`src/rtl/icache_arb_pkg.sv`:
```
// rtl/icache_arb_pkg.sv - shared constants and types for the icache debug-port arbiter
package icache_arb_pkg;

    localparam int ADDR_W_DEF = 30;
    localparam int DATA_W_DEF = 32;

    localparam logic REQ_LOADER  = 1'b0;
    localparam logic REQ_MONITOR = 1'b1;

    typedef enum logic [1:0] {
        UNLOCKED = 2'd0,
        LOCK0    = 2'd1,
        LOCK1    = 2'd2
    } lock_state_t;

endpackage

```
`src/rtl/icache_debug_arbiter_rr_arb2.sv`:
```
// rtl/icache_debug_arbiter_rr_arb2.sv - two-way round-robin grant with eligibility mask
module rr_arb2 (
    input  logic       clk,
    input  logic       rst,
    input  logic [1:0] req,
    input  logic [1:0] mask,
    output logic [1:0] gnt,
    output logic       win
);

    logic       last;
    logic [1:0] elig;

    assign elig = req & mask;

    // On a tie the requester that was not served last wins; grants are held off during reset.
    always_comb begin
        gnt = 2'b00;
        win = 1'b0;
        if (!rst && (elig != 2'b00)) begin
            win = (elig == 2'b11) ? ~last : elig[1];
            gnt = win ? 2'b10 : 2'b01;
        end
    end

    always_ff @(posedge clk or posedge rst) begin
        if (rst) begin
            last <= 1'b1;
        end else if (gnt != 2'b00) begin
            last <= win;
        end
    end

endmodule

```
`src/rtl/icache_debug_arbiter.sv`:
```
// rtl/icache_debug_arbiter.sv - shares the icache debug port between loader and monitor
// Optional grant locking is enabled by defining ICACHE_ARB_LOCK_EN.
module icache_debug_arbiter
    import icache_arb_pkg::*;
#(
    parameter int ADDR_W = ADDR_W_DEF,
    parameter int DATA_W = DATA_W_DEF
) (
    input  logic              clk,
    input  logic              rst,
    input  logic              req0,
    input  logic              req1,
    input  logic              we0,
    input  logic              we1,
    input  logic [ADDR_W-1:0] addr0,
    input  logic [ADDR_W-1:0] addr1,
    input  logic [DATA_W-1:0] wdata0,
    input  logic [DATA_W-1:0] wdata1,
`ifdef ICACHE_ARB_LOCK_EN
    input  logic              lock0,
    input  logic              lock1,
`endif
    output logic              gnt0,
    output logic              gnt1,
    output logic              rvalid0,
    output logic              rvalid1,
    output logic [DATA_W-1:0] rdata,
    output logic [ADDR_W-1:0] dbg_addr,
    output logic [DATA_W-1:0] dbg_wdata,
    output logic              dbg_we,
    input  logic [DATA_W-1:0] dbg_rdata
);

    logic [1:0] gnt;
    logic [1:0] mask;
    logic       win;
    logic       any_gnt;
    logic       win_we;
    logic       rd_pend;
    logic       rd_owner;

    rr_arb2 u_rr_arb2 (
        .clk  (clk),
        .rst  (rst),
        .req  ({req1, req0}),
        .mask (mask),
        .gnt  (gnt),
        .win  (win)
    );

    assign gnt0    = gnt[0];
    assign gnt1    = gnt[1];
    assign any_gnt = gnt0 | gnt1;
    assign win_we  = (win == REQ_MONITOR) ? we1 : we0;

    always_comb begin
        dbg_addr  = '0;
        dbg_wdata = '0;
        dbg_we    = 1'b0;
        if (any_gnt) begin
            dbg_addr  = (win == REQ_MONITOR) ? addr1 : addr0;
            dbg_wdata = (win == REQ_MONITOR) ? wdata1 : wdata0;
            dbg_we    = win_we;
        end
    end

    // The cache registers debug reads, so the response lands one cycle after the grant.
    always_ff @(posedge clk or posedge rst) begin
        if (rst) begin
            rd_pend  <= 1'b0;
            rd_owner <= REQ_LOADER;
        end else begin
            rd_pend <= any_gnt & ~win_we;
            if (any_gnt & ~win_we) begin
                rd_owner <= win;
            end
        end
    end

    assign rvalid0 = rd_pend & (rd_owner == REQ_LOADER);
    assign rvalid1 = rd_pend & (rd_owner == REQ_MONITOR);
    assign rdata   = rd_pend ? dbg_rdata : '0;

`ifdef ICACHE_ARB_LOCK_EN
    lock_state_t state, state_nxt;

    always_ff @(posedge clk or posedge rst) begin
        if (rst) begin
            state <= UNLOCKED;
        end else begin
            state <= state_nxt;
        end
    end

    // Mask depends only on the registered state to keep the grant path loop-free.
    assign mask = (state == LOCK0) ? 2'b01 :
                  (state == LOCK1) ? 2'b10 : 2'b11;

    always_comb begin
        state_nxt = state;
        case (state)
            UNLOCKED: begin
                if (gnt0 && lock0) begin
                    state_nxt = LOCK0;
                end else if (gnt1 && lock1) begin
                    state_nxt = LOCK1;
                end
            end
            LOCK0: begin
                if (!req0 || (gnt0 && !lock0)) begin
                    state_nxt = UNLOCKED;
                end
            end
            LOCK1: begin
                if (!req1 || (gnt1 && !lock1)) begin
                    state_nxt = UNLOCKED;
                end
            end
            default: state_nxt = UNLOCKED;
        endcase
    end
`else
    assign mask = 2'b11;
`endif

endmodule

```
`config.mk`:
```
export PLATFORM = sky130hd
export DESIGN_NAME = icache_debug_arbiter
export DESIGN_NICKNAME = d
export VERILOG_FILES = /design/src/rtl/icache_arb_pkg.sv /design/src/rtl/icache_debug_arbiter_rr_arb2.sv /design/src/rtl/icache_debug_arbiter.sv
export SDC_FILE = /design/constraint.sdc
export NUM_CORES = 1
export LEC_CHECK = 0
export CORE_AREA = 2 2 102 104
export CTS_BUF_LIST = sky130_fd_sc_hd__clkbuf_16
export CTS_CLUSTER_DIAMETER = 40
export DETAILED_ROUTE_END_ITERATION = 16
export DIE_AREA = 0 0 104 106
export PLACE_DENSITY = 0.69
export SLEW_MARGIN = 20
export SYNTH_ARGS = -nofsm -noshare
export SYNTH_HDL_FRONTEND = slang
export SYNTH_HIERARCHICAL = 1
export SYNTH_SLANG_ARGS = --single-unit
```
`constraint.sdc`:
```
create_clock -name clk -period 4.15 [get_ports clk]
set_clock_uncertainty 0.2 [all_clocks]
set_input_delay 0.83 -clock clk [delete_from_list [all_inputs] [get_ports clk]]
set_output_delay 0.83 -clock clk [all_outputs]
set_load 0.02 [all_outputs]
```
# Word-level counts from Yosys, hierarchy flattened

Index checks and enable logic that the tools add are counted.

Equal/unequal tests: 1
Muxes and demuxes: 11
Bitwise operators: 7
Reductions and logical operators: 4

Operators with widths:

| kind               | count |
|---|---|
| $mux 32            | 3 |
| $mux 30            | 2 |
| $mux 1             | 4 |
| $mux 2             | 2 |
| $reduce_bool 2->1  | 2 |
| $and 1x1->1        | 3 |
| $not 1->1          | 3 |
| $eq 2x2->1 const B | 1 |
| $logic_and 1x1->1  | 1 |
| $logic_not 1->1    | 1 |
| $or 1x1->1         | 1 |

Register bits after elaboration: 3
Output and inout port bits: 99
Logic and storage cells: 26

# Logic depth before layout (Yosys ltp)

Gate-level depths: netlist of run 1.

Depth after elaboration: 6
Gate-level depth with buffers: 7

# Hierarchy

Netlist of run 1, hierarchy kept.

By module, submodules not included:

| module               | times used | cells an instance | area an instance (um^2) | sequential area each (um^2) |
|---|---|---|---|---|
| icache_debug_arbiter | 1          | 186               | 1328.8                  | 50.0 |
| rr_arb2              | 1          | 9                 | 81.3                    | 26.3 |

# Worst setup path before layout of run 1

Ideal clock, no wire load.

Kind: input to output
Start point: in rst
End point: out dbg_addr[20]
Arrival: 2.127 ns
Data required time: 3.120 ns
Path slack: 0.993 ns
Cell stages on the path: 7
Buffers on the path: 3
Path through: nand3b_1 a31oi_1 buf_4 nor2_1 buf_2 buf_2 nor2_1

Longest elaborated chain between the ends: 5
Elaborated cells on any way between the ends: 7
Those cells by class: mux: 4; bitwise: 1; reduce/logical: 2

RTL lines:

| what              | line                               | source |
|---|---|---|
| start, declared   | icache_debug_arbiter.sv:10         | `input logic rst,` |
| $logic_not 1->1   | icache_debug_arbiter_rr_arb2.sv:20 | `if (!rst && (elig != 2'b00)) begin` |
| $logic_and 1x1->1 | icache_debug_arbiter_rr_arb2.sv:20 |  |
| $mux 1            | icache_debug_arbiter_rr_arb2.sv:20 |  |
| named net win     | icache_debug_arbiter.sv:36         | `logic win;` |
| $mux 30           | icache_debug_arbiter.sv:61         | `dbg_addr = (win == REQ_MONITOR) ? addr1 : addr0;` |
| $mux 30           | icache_debug_arbiter.sv:60         | `if (any_gnt) begin` |
| end, declared     | icache_debug_arbiter.sv:28         | `output logic [ADDR_W-1:0] dbg_addr,` |

The timed path passes the listed nets, and every way through them passes these cells.

# Final worst setup path of run 1

Start point: in rst
End point: out dbg_wdata[11]

Longest elaborated chain between the ends: 5
Elaborated cells on any way between the ends: 7
Those cells by class: mux: 4; bitwise: 1; reduce/logical: 2

RTL lines:

| what                                  | line                                                   | source |
|---|---|---|
| $logic_not 1->1 *                     | icache_debug_arbiter_rr_arb2.sv:20                     |  |
| $logic_and 1x1->1 *                   | icache_debug_arbiter_rr_arb2.sv:20                     |  |
| $mux 1 or $mux 2 (tied branches)      | icache_debug_arbiter_rr_arb2.sv:20                     |  |
| $mux 32 or $or 1x1->1 (tied branches) | icache_debug_arbiter.sv:62, icache_debug_arbiter.sv:53 |  |
| $mux 32 *                             | icache_debug_arbiter.sv:60                             |  |
| end, declared                         | icache_debug_arbiter.sv:29                             | `output logic [DATA_W-1:0] dbg_wdata,` |

Mark *: on every way between the ends. The rest lies on a longest branch, timed or not.

==> results.sh, run 1 <==
export IMPL_synthToLayoutAreaGrowth_pct=202.3
export IMPL_cts_resized_gates=0
export IMPL_drive_gt1_frac=0.02882
export IMPL_numCtsBuffers=3
export IMPL_syn_inst=195
export IMPL_netlist_top_cells_area="mux2i_1 (45%), nor2_1 (17%), and2_1 (15%)"
export IMPL_max_clock_path_buffers=2
export IMPL_core_rowCount=37
export IMPL_portion_of_total_power_attributed_to_combinational_logic=0.679
export IMPL_slew_viol_final=0
export IMPL_start_kind="input port"
export IMPL_wl_per_cell_um=13.54
export IMPL_fin_crit_sh=0.9691
export IMPL_ys_flop_type="dfrtp_1"
export IMPL_core_mm2=0.01000
export IMPL_setup_tns_ps=0
export IMPL_min_path_type="reg2reg"
export IMPL_worst_slew_pin_transition_ps=692.3
export IMPL_synthDominantAreaCellType="mux2i_1"
export IMPL_grt_pass1_vias=2408
export IMPL_report_final_setup_viol=0
export IMPL_maxCapViolCount=0
export IMPL_place_port_buffers=260
export IMPL_switching_share=0.3069
export IMPL_power_static_leakage_nw=1.541
export IMPL_internal_power_w=0.0004111
export IMPL_place_detailed_instances=580
export IMPL_floorplan_die_area_mm2=0.01102
export IMPL_max_stage_delay_ps=530
export IMPL_netSwitchingPower_w=0.0001820
export IMPL_syn_area_mm2=0.001410
export IMPL_worst_r2r_path_depth=5
export IMPL_crit_path_cell_trace="clkdlybuf4s50_1, nand3b_1, a31oi_4, buf_12, buf_12, mux2i_1, nor2_1, clkdlybuf4s50_1"
export IMPL_drt_first_pass_iters=4
export IMPL_ys_seq_area_frac=0.05413
export IMPL_hold_worst_slack_ps=313.9
export IMPL_vias=2336
export IMPL_vdd_ir_drop_max_v=0.00007663
export IMPL_grt_overflow=0
export IMPL_worstHoldStart="u_rr_arb2/last"
export IMPL_drc=0
export IMPL_cts_tree="done"
export IMPL_crit_arrival_ps=2990
export IMPL_grt_first_pass_wirelength_mm=11.48
export IMPL_dr_first_iter_drc_count=58
export IMPL_num_antenna_cells=0
export IMPL_post_cts_setup_buffer_count=0
export IMPL_synth_warnings=6
export IMPL_fin_crit_ps=4022
export IMPL_tritoncts_num_sinks=3
export IMPL_hold_depth=1
export IMPL_cts_hold_buffers_added=0
export IMPL_grt_start_max_net_pins=38
export IMPL_synthArstFlopShare=1.000
export IMPL_power_share_sequential=0.069
export IMPL_grtUsageTotal=0.1260
export IMPL_worstReg2RegEnd="rd_owner"
export IMPL_ys_seq_elements=3
export IMPL_max_freq_mhz=248.7
export IMPL_routed_wl_mm=7.949
export IMPL_htree_num_levels=1
export IMPL_critPathCaptureType="output pin"
export IMPL_pwr_share_clk=0.252
export IMPL_nets=614
export IMPL_critPathMaxFanout=18
export IMPL_floorplan_die_width_um=104
export IMPL_finalHoldViolCount=0
export IMPL_post_synth_most_frequent_cells="mux2i_1 (64), nor2_1 (64), and2_1 (33)"
export IMPL_run_status="finished clean"
export IMPL_root_buffer="clkbuf_16"
export IMPL_yosysTopAreaCellShare=0.4543
export IMPL_avgSynthCellArea_um2=7.231
export IMPL_r2r_start="u_rr_arb2/last"
export IMPL_clkSlewWorstSetupHoldPaths_ps=30
export IMPL_place_congestion=0.7679
export IMPL_timing_worst_setup_path_type="in2out"
export IMPL_dpl_hpwl_mm=6.502
export IMPL_clkLatencyLatePin_ps=220
export IMPL_slew_limit_headroom=0.5385
export IMPL_synth_lib_cells_used_distinct=21
export IMPL_grt_antenna_before_repair=0
export IMPL_power_density_mw_per_mm2=139.1
export IMPL_num_io_pins=261
export IMPL_hold_path_end="u_rr_arb2/last"
export IMPL_finalNonFillerCells=587
export IMPL_routed_vias_inst=3.980
export IMPL_required_ps=3120
export IMPL_die_y_um=106
export IMPL_route_antenna_remaining_nets=0
export IMPL_r2r_slack_ps=2450
export IMPL_synth_enable_flop_cells=0
export IMPL_worst_path_max_delay_cell="clkdlybuf4s50_1"
export IMPL_starting_utilization_of_the_core_area=0.1410
-- worst max path at each step --
stage / cells after the start / to / slack [ps] / startpoint
finish: 8 / dbg_wdata[11] / 130 / rst
global placement: 7 / dbg_wdata[11] / 160 / rst
floorplan: 7 / dbg_addr[20] / 990 / rst
global route: 8 / dbg_wdata[11] / -3 / rst
CTS: 7 / dbg_wdata[11] / 90 / rst
detailed placement: 7 / dbg_wdata[11] / 100 / rst
-- layout by cell type, fill, tap and decap left out, drive strengths merged --
| cell type | count |
|---|---|
| a31oi | 1 |
| clkbuf | 5 |
| and2 | 33 |
| nand2 | 1 |
| nand2b | 1 |
| clkdlybuf4s50 | 260 |
| o21ai | 1 |
| o31ai | 1 |
| buf | 5 |
| conb | 4 |
| nand3b | 1 |
| inv | 3 |
| dfrtp | 2 |
| o21a | 1 |
| dfstp | 1 |
| nor2b | 2 |
| nor2 | 64 |
| and3b | 1 |
| mux2i | 64 |
-- flip-flops by register name (all words and copies together), names as in the netlist --
name,cells
rd_pend,1
rd_owner,1
u_rr_arb2/last,1
-- critical path, delay by kind of cell --
family / cells / cell delay (ps)
buf+inv: 4 / 1340
simple gates: 2 / 300
mux: 1 / 260
compound gates: 1 / 240
-- layout make-up --
| type | count | area [um^2] |
|---|---|---|
| Fill cell | 1012 | 5737 |
| Inverter | 2 | 7.507 |
| Clock inverter | 1 | 3.754 |
| Multi-Input combinational cell | 175 | 1190 |
| Sequential cell | 3 | 76.32 |
| Tap cell | 136 | 170.2 |
| Timing Repair Buffer | 267 | 2740 |
| Clock buffer | 3 | 75.07 |
-- routing by layer --
layer	track usage	vias to the layer above	routed length [um]
met2	0.2425	159	4063
met1	0.1336	1021	3004
li1	-	1150	-
met4	0.03185	0	76
met5	0	-	0
met3	0.03740	6	805
-- logic make-up after synthesis --
| kind of cell | after synthesis | share of synthesized area |
|---|---|---|
| AO/OA/AOI/OAI | 4 | 0.01864 |
| buffers and inverters | 20 | 0.1260 |
| flip-flops | 3 | 0.05413 |
| AND/OR/NAND/NOR | 103 | 0.3443 |
| multiplexers | 64 | 0.4543 |
| other | 1 | 0.002659 |
-- stage by stage --
| stage | util | total power (W) | worst slack, ps | instance area (um^2) |
|---|---|---|---|---|
| after floorplan | - | 0.0001911 | 992.7 | 1421 |
| after global placement | 0.4114 | 0.0004351 | 160.2 | 4114 |
| after detailed placement | 0.4114 | 0.0004397 | 99.13 | 4114 |
| after CTS | 0.4193 | 0.0005949 | 94.26 | 4193 |
| after global routing | 0.4263 | 0.0006289 | -2.912 | 4263 |
| final | 0.4263 | 0.0005931 | 128.3 | 4263 |
-- power groups by stage --
| stage | logic (W) | registers [W] | clock network, W |
|---|---|---|---|
| 3_5_place_dp | 0.000398 | 0.0000415 | 0 |
| 2_1_floorplan | 0.000154 | 0.0000367 | 0 |
| 5_1_grt | 0.000429 | 0.0000421 | 0.000158 |
| 3_3_place_gp | 0.000394 | 0.0000410 | 0 |
| 4_1_cts | 0.000400 | 0.0000411 | 0.000154 |
| 6_report | 0.000403 | 0.0000411 | 0.000150 |
Note: power is estimated with default switching activity, not from simulation.
==> run 2, diff against run 1 <==
- CORE_AREA: 2 2 102 104 -> 2 2 101 103
- DIE_AREA: 0 0 104 106 -> 0 0 103 105
- PLACE_DENSITY: 0.69 -> 0.7
- SETUP_SLACK_MARGIN: not set -> 0.1
- clock period: 4.15 -> 4.2 ns (I/O delays scaled with it)
==> results.sh, run 2 (synthesis results as in run 1) <==
export IMPL_grt_first_pass_wirelength_mm=10.96
export IMPL_grt_start_max_net_pins=37
export IMPL_core_mm2=0.009639
export IMPL_maxCapViolCount=0
export IMPL_num_antenna_cells=0
export IMPL_worstHoldStart="u_rr_arb2/last"
export IMPL_clkSlewWorstSetupHoldPaths_ps=30
export IMPL_wl_per_cell_um=13.56
export IMPL_crit_arrival_ps=2910
export IMPL_reg_largest_list="rd_owner x1, rd_pend x1, u_rr_arb2/last x1"
export IMPL_finalHoldViolCount=0
export IMPL_grt_pass1_vias=2297
export IMPL_fin_crit_ps=3946
export IMPL_r2r_slack_ps=2530
export IMPL_clkLatencyLatePin_ps=220
export IMPL_hold_depth=1
export IMPL_die_y_um=105
export IMPL_hold_path_end="u_rr_arb2/last"
export IMPL_dr_first_iter_drc_count=42
export IMPL_slew_viol_final=0
export IMPL_floorplan_die_width_um=103
export IMPL_worst_r2r_path_depth=5
export IMPL_slew_limit_headroom=0.5313
export IMPL_cts_hold_buffers_added=0
export IMPL_worstReg2RegEnd="rd_owner"
export IMPL_power_density_mw_per_mm2=137.6
export IMPL_postLayoutCoreUtil=0.4408
export IMPL_place_congestion=0.8689
export IMPL_wl_met1_mm=2.788
export IMPL_final_common_cell="clkdlybuf4s50_1"
export IMPL_wire_length_on_met2_mm=4.331
export IMPL_drt_first_pass_iters=4
export IMPL_routed_wl_mm=7.931
export IMPL_min_path_type="reg2reg"
export IMPL_place_port_buffers=260
export IMPL_hold_worst_slack_ps=311.8
export IMPL_core_rowCount=36
export IMPL_max_clock_path_buffers=2
export IMPL_report_final_setup_viol=0
export IMPL_drive_gt1_frac=0.03097
export IMPL_worst_slew_pin_transition_ps=703.1
export IMPL_power_static_leakage_nw=1.541
export IMPL_grt_overflow=0
export IMPL_start_kind="input port"
export IMPL_critPathCaptureType="output pin"
export IMPL_setup_tns_ps=0
export IMPL_nets=615
export IMPL_floorplan_die_area_mm2=0.01082
export IMPL_critPathMaxFanout=31
export IMPL_tritoncts_num_sinks=3
export IMPL_rsz0062_at_grt="no"
export IMPL_starting_utilization_of_the_core_area=0.1463
export IMPL_root_buffer="clkbuf_16"
export IMPL_grtUsageTotal=0.1266
export IMPL_max_freq_mhz=253.4
export IMPL_grt_antenna_before_repair=0
export IMPL_htree_num_levels=1
export IMPL_vias=2312
export IMPL_required_ps=3160
export IMPL_fin_crit_sh=0.9396
export IMPL_run_status="finished clean"
export IMPL_vdd_ir_drop_max_v=0.00009773
export IMPL_cts_tree="done"
export IMPL_routed_vias_inst=3.952
export IMPL_drc=0
export IMPL_timing_worst_setup_path_type="in2out"
export IMPL_route_antenna_remaining_nets=0
export IMPL_num_io_pins=261
export IMPL_synthToLayoutAreaGrowth_pct=201.3
export IMPL_topRoutingLayerUsed="met4"
export IMPL_mostFrequentLayoutCells="clkdlybuf4s50_1 (260), mux2i_1 (64), nor2_1 (63)"
export IMPL_r2r_start="u_rr_arb2/last"
export IMPL_met3WireLength_um=751
export IMPL_numCtsBuffers=3
export IMPL_dpl_hpwl_mm=6.692
==> run 2: cell count changes in the layout (fill, tap and decap cells not counted) <==
cell / previous run / this run
buf_4: 1 / 3
clkbuf_16: 5 / 4
==> run 2: per-layer routing <==
layer  global-route usage  vias to the layer above
li1                     -                     1155
met1               0.1241                     1023
met2               0.2565                      130
met3              0.03010                        4
met4              0.02820                        0
met5                    0                        -
==> run 2: worst max-delay path by stage <==
stage / startpoint / to / cells after the start
after CTS: rst / dbg_we / 7
after floorplan: rst / dbg_addr[20] / 7
final: rst / dbg_addr[17] / 8
after detailed placement: rst / dbg_wdata[9] / 7
after global routing: rst / dbg_addr[26] / 8
after global placement: rst / dbg_wdata[3] / 7
==> run 2: final cells by class <==
type / instances / area (um^2)
fill: 962 / 5390
tap: 133 / 166.4
clock buffer: 3 / 75.07
timing repair buffer: 268 / 2730
multi-input combinational: 175 / 1190
clock inverter: 1 / 3.754
sequential: 3 / 76.32
inverter: 2 / 7.507
==> run 2: metrics by stage <==
stage,setup slack [ps],power [W],area (um^2),instances
6_report,253.6,0.0005847,4249,585
5_1_grt,87.53,0.0006194,4249,585
4_1_cts,194.1,0.0005894,4197,582
3_5_place_dp,203.9,0.0004355,4118,578
3_3_place_gp,215.9,0.0004303,4118,578
2_1_floorplan,1023,0.0001888,1421,198
==> run 2: power breakdown <==
| group | leakage (nW) | switching (W) | total, W | internal [W] |
|---|---|---|---|---|
| Sequential | 0.0375 | 0.00000638 | 0.0000401 | 0.0000337 |
| Combinational | 1.46 | 0.000147 | 0.000396 | 0.000249 |
| Clock | 0.0423 | 0.0000258 | 0.000149 | 0.000123 |
| Total | 1.54 | 0.000179 | 0.000585 | 0.000406 |
==> run 2: what timing repair did <==
| action | in CTS | in global routing |
|---|---|---|
| setup endpoints to repair | 0 | 11 |
| setup buffers | 0 | 2 |
| resized for setup | 0 | 0 |
==> run 2: worst max-delay path: stages <==
cell	delay, ps
clkdlybuf4s50_1	410
nand3b_1	220
a31oi_4	210
buf_12	140
buf_12	220
mux2i_1	230
nor2_1	60
clkdlybuf4s50_1	560
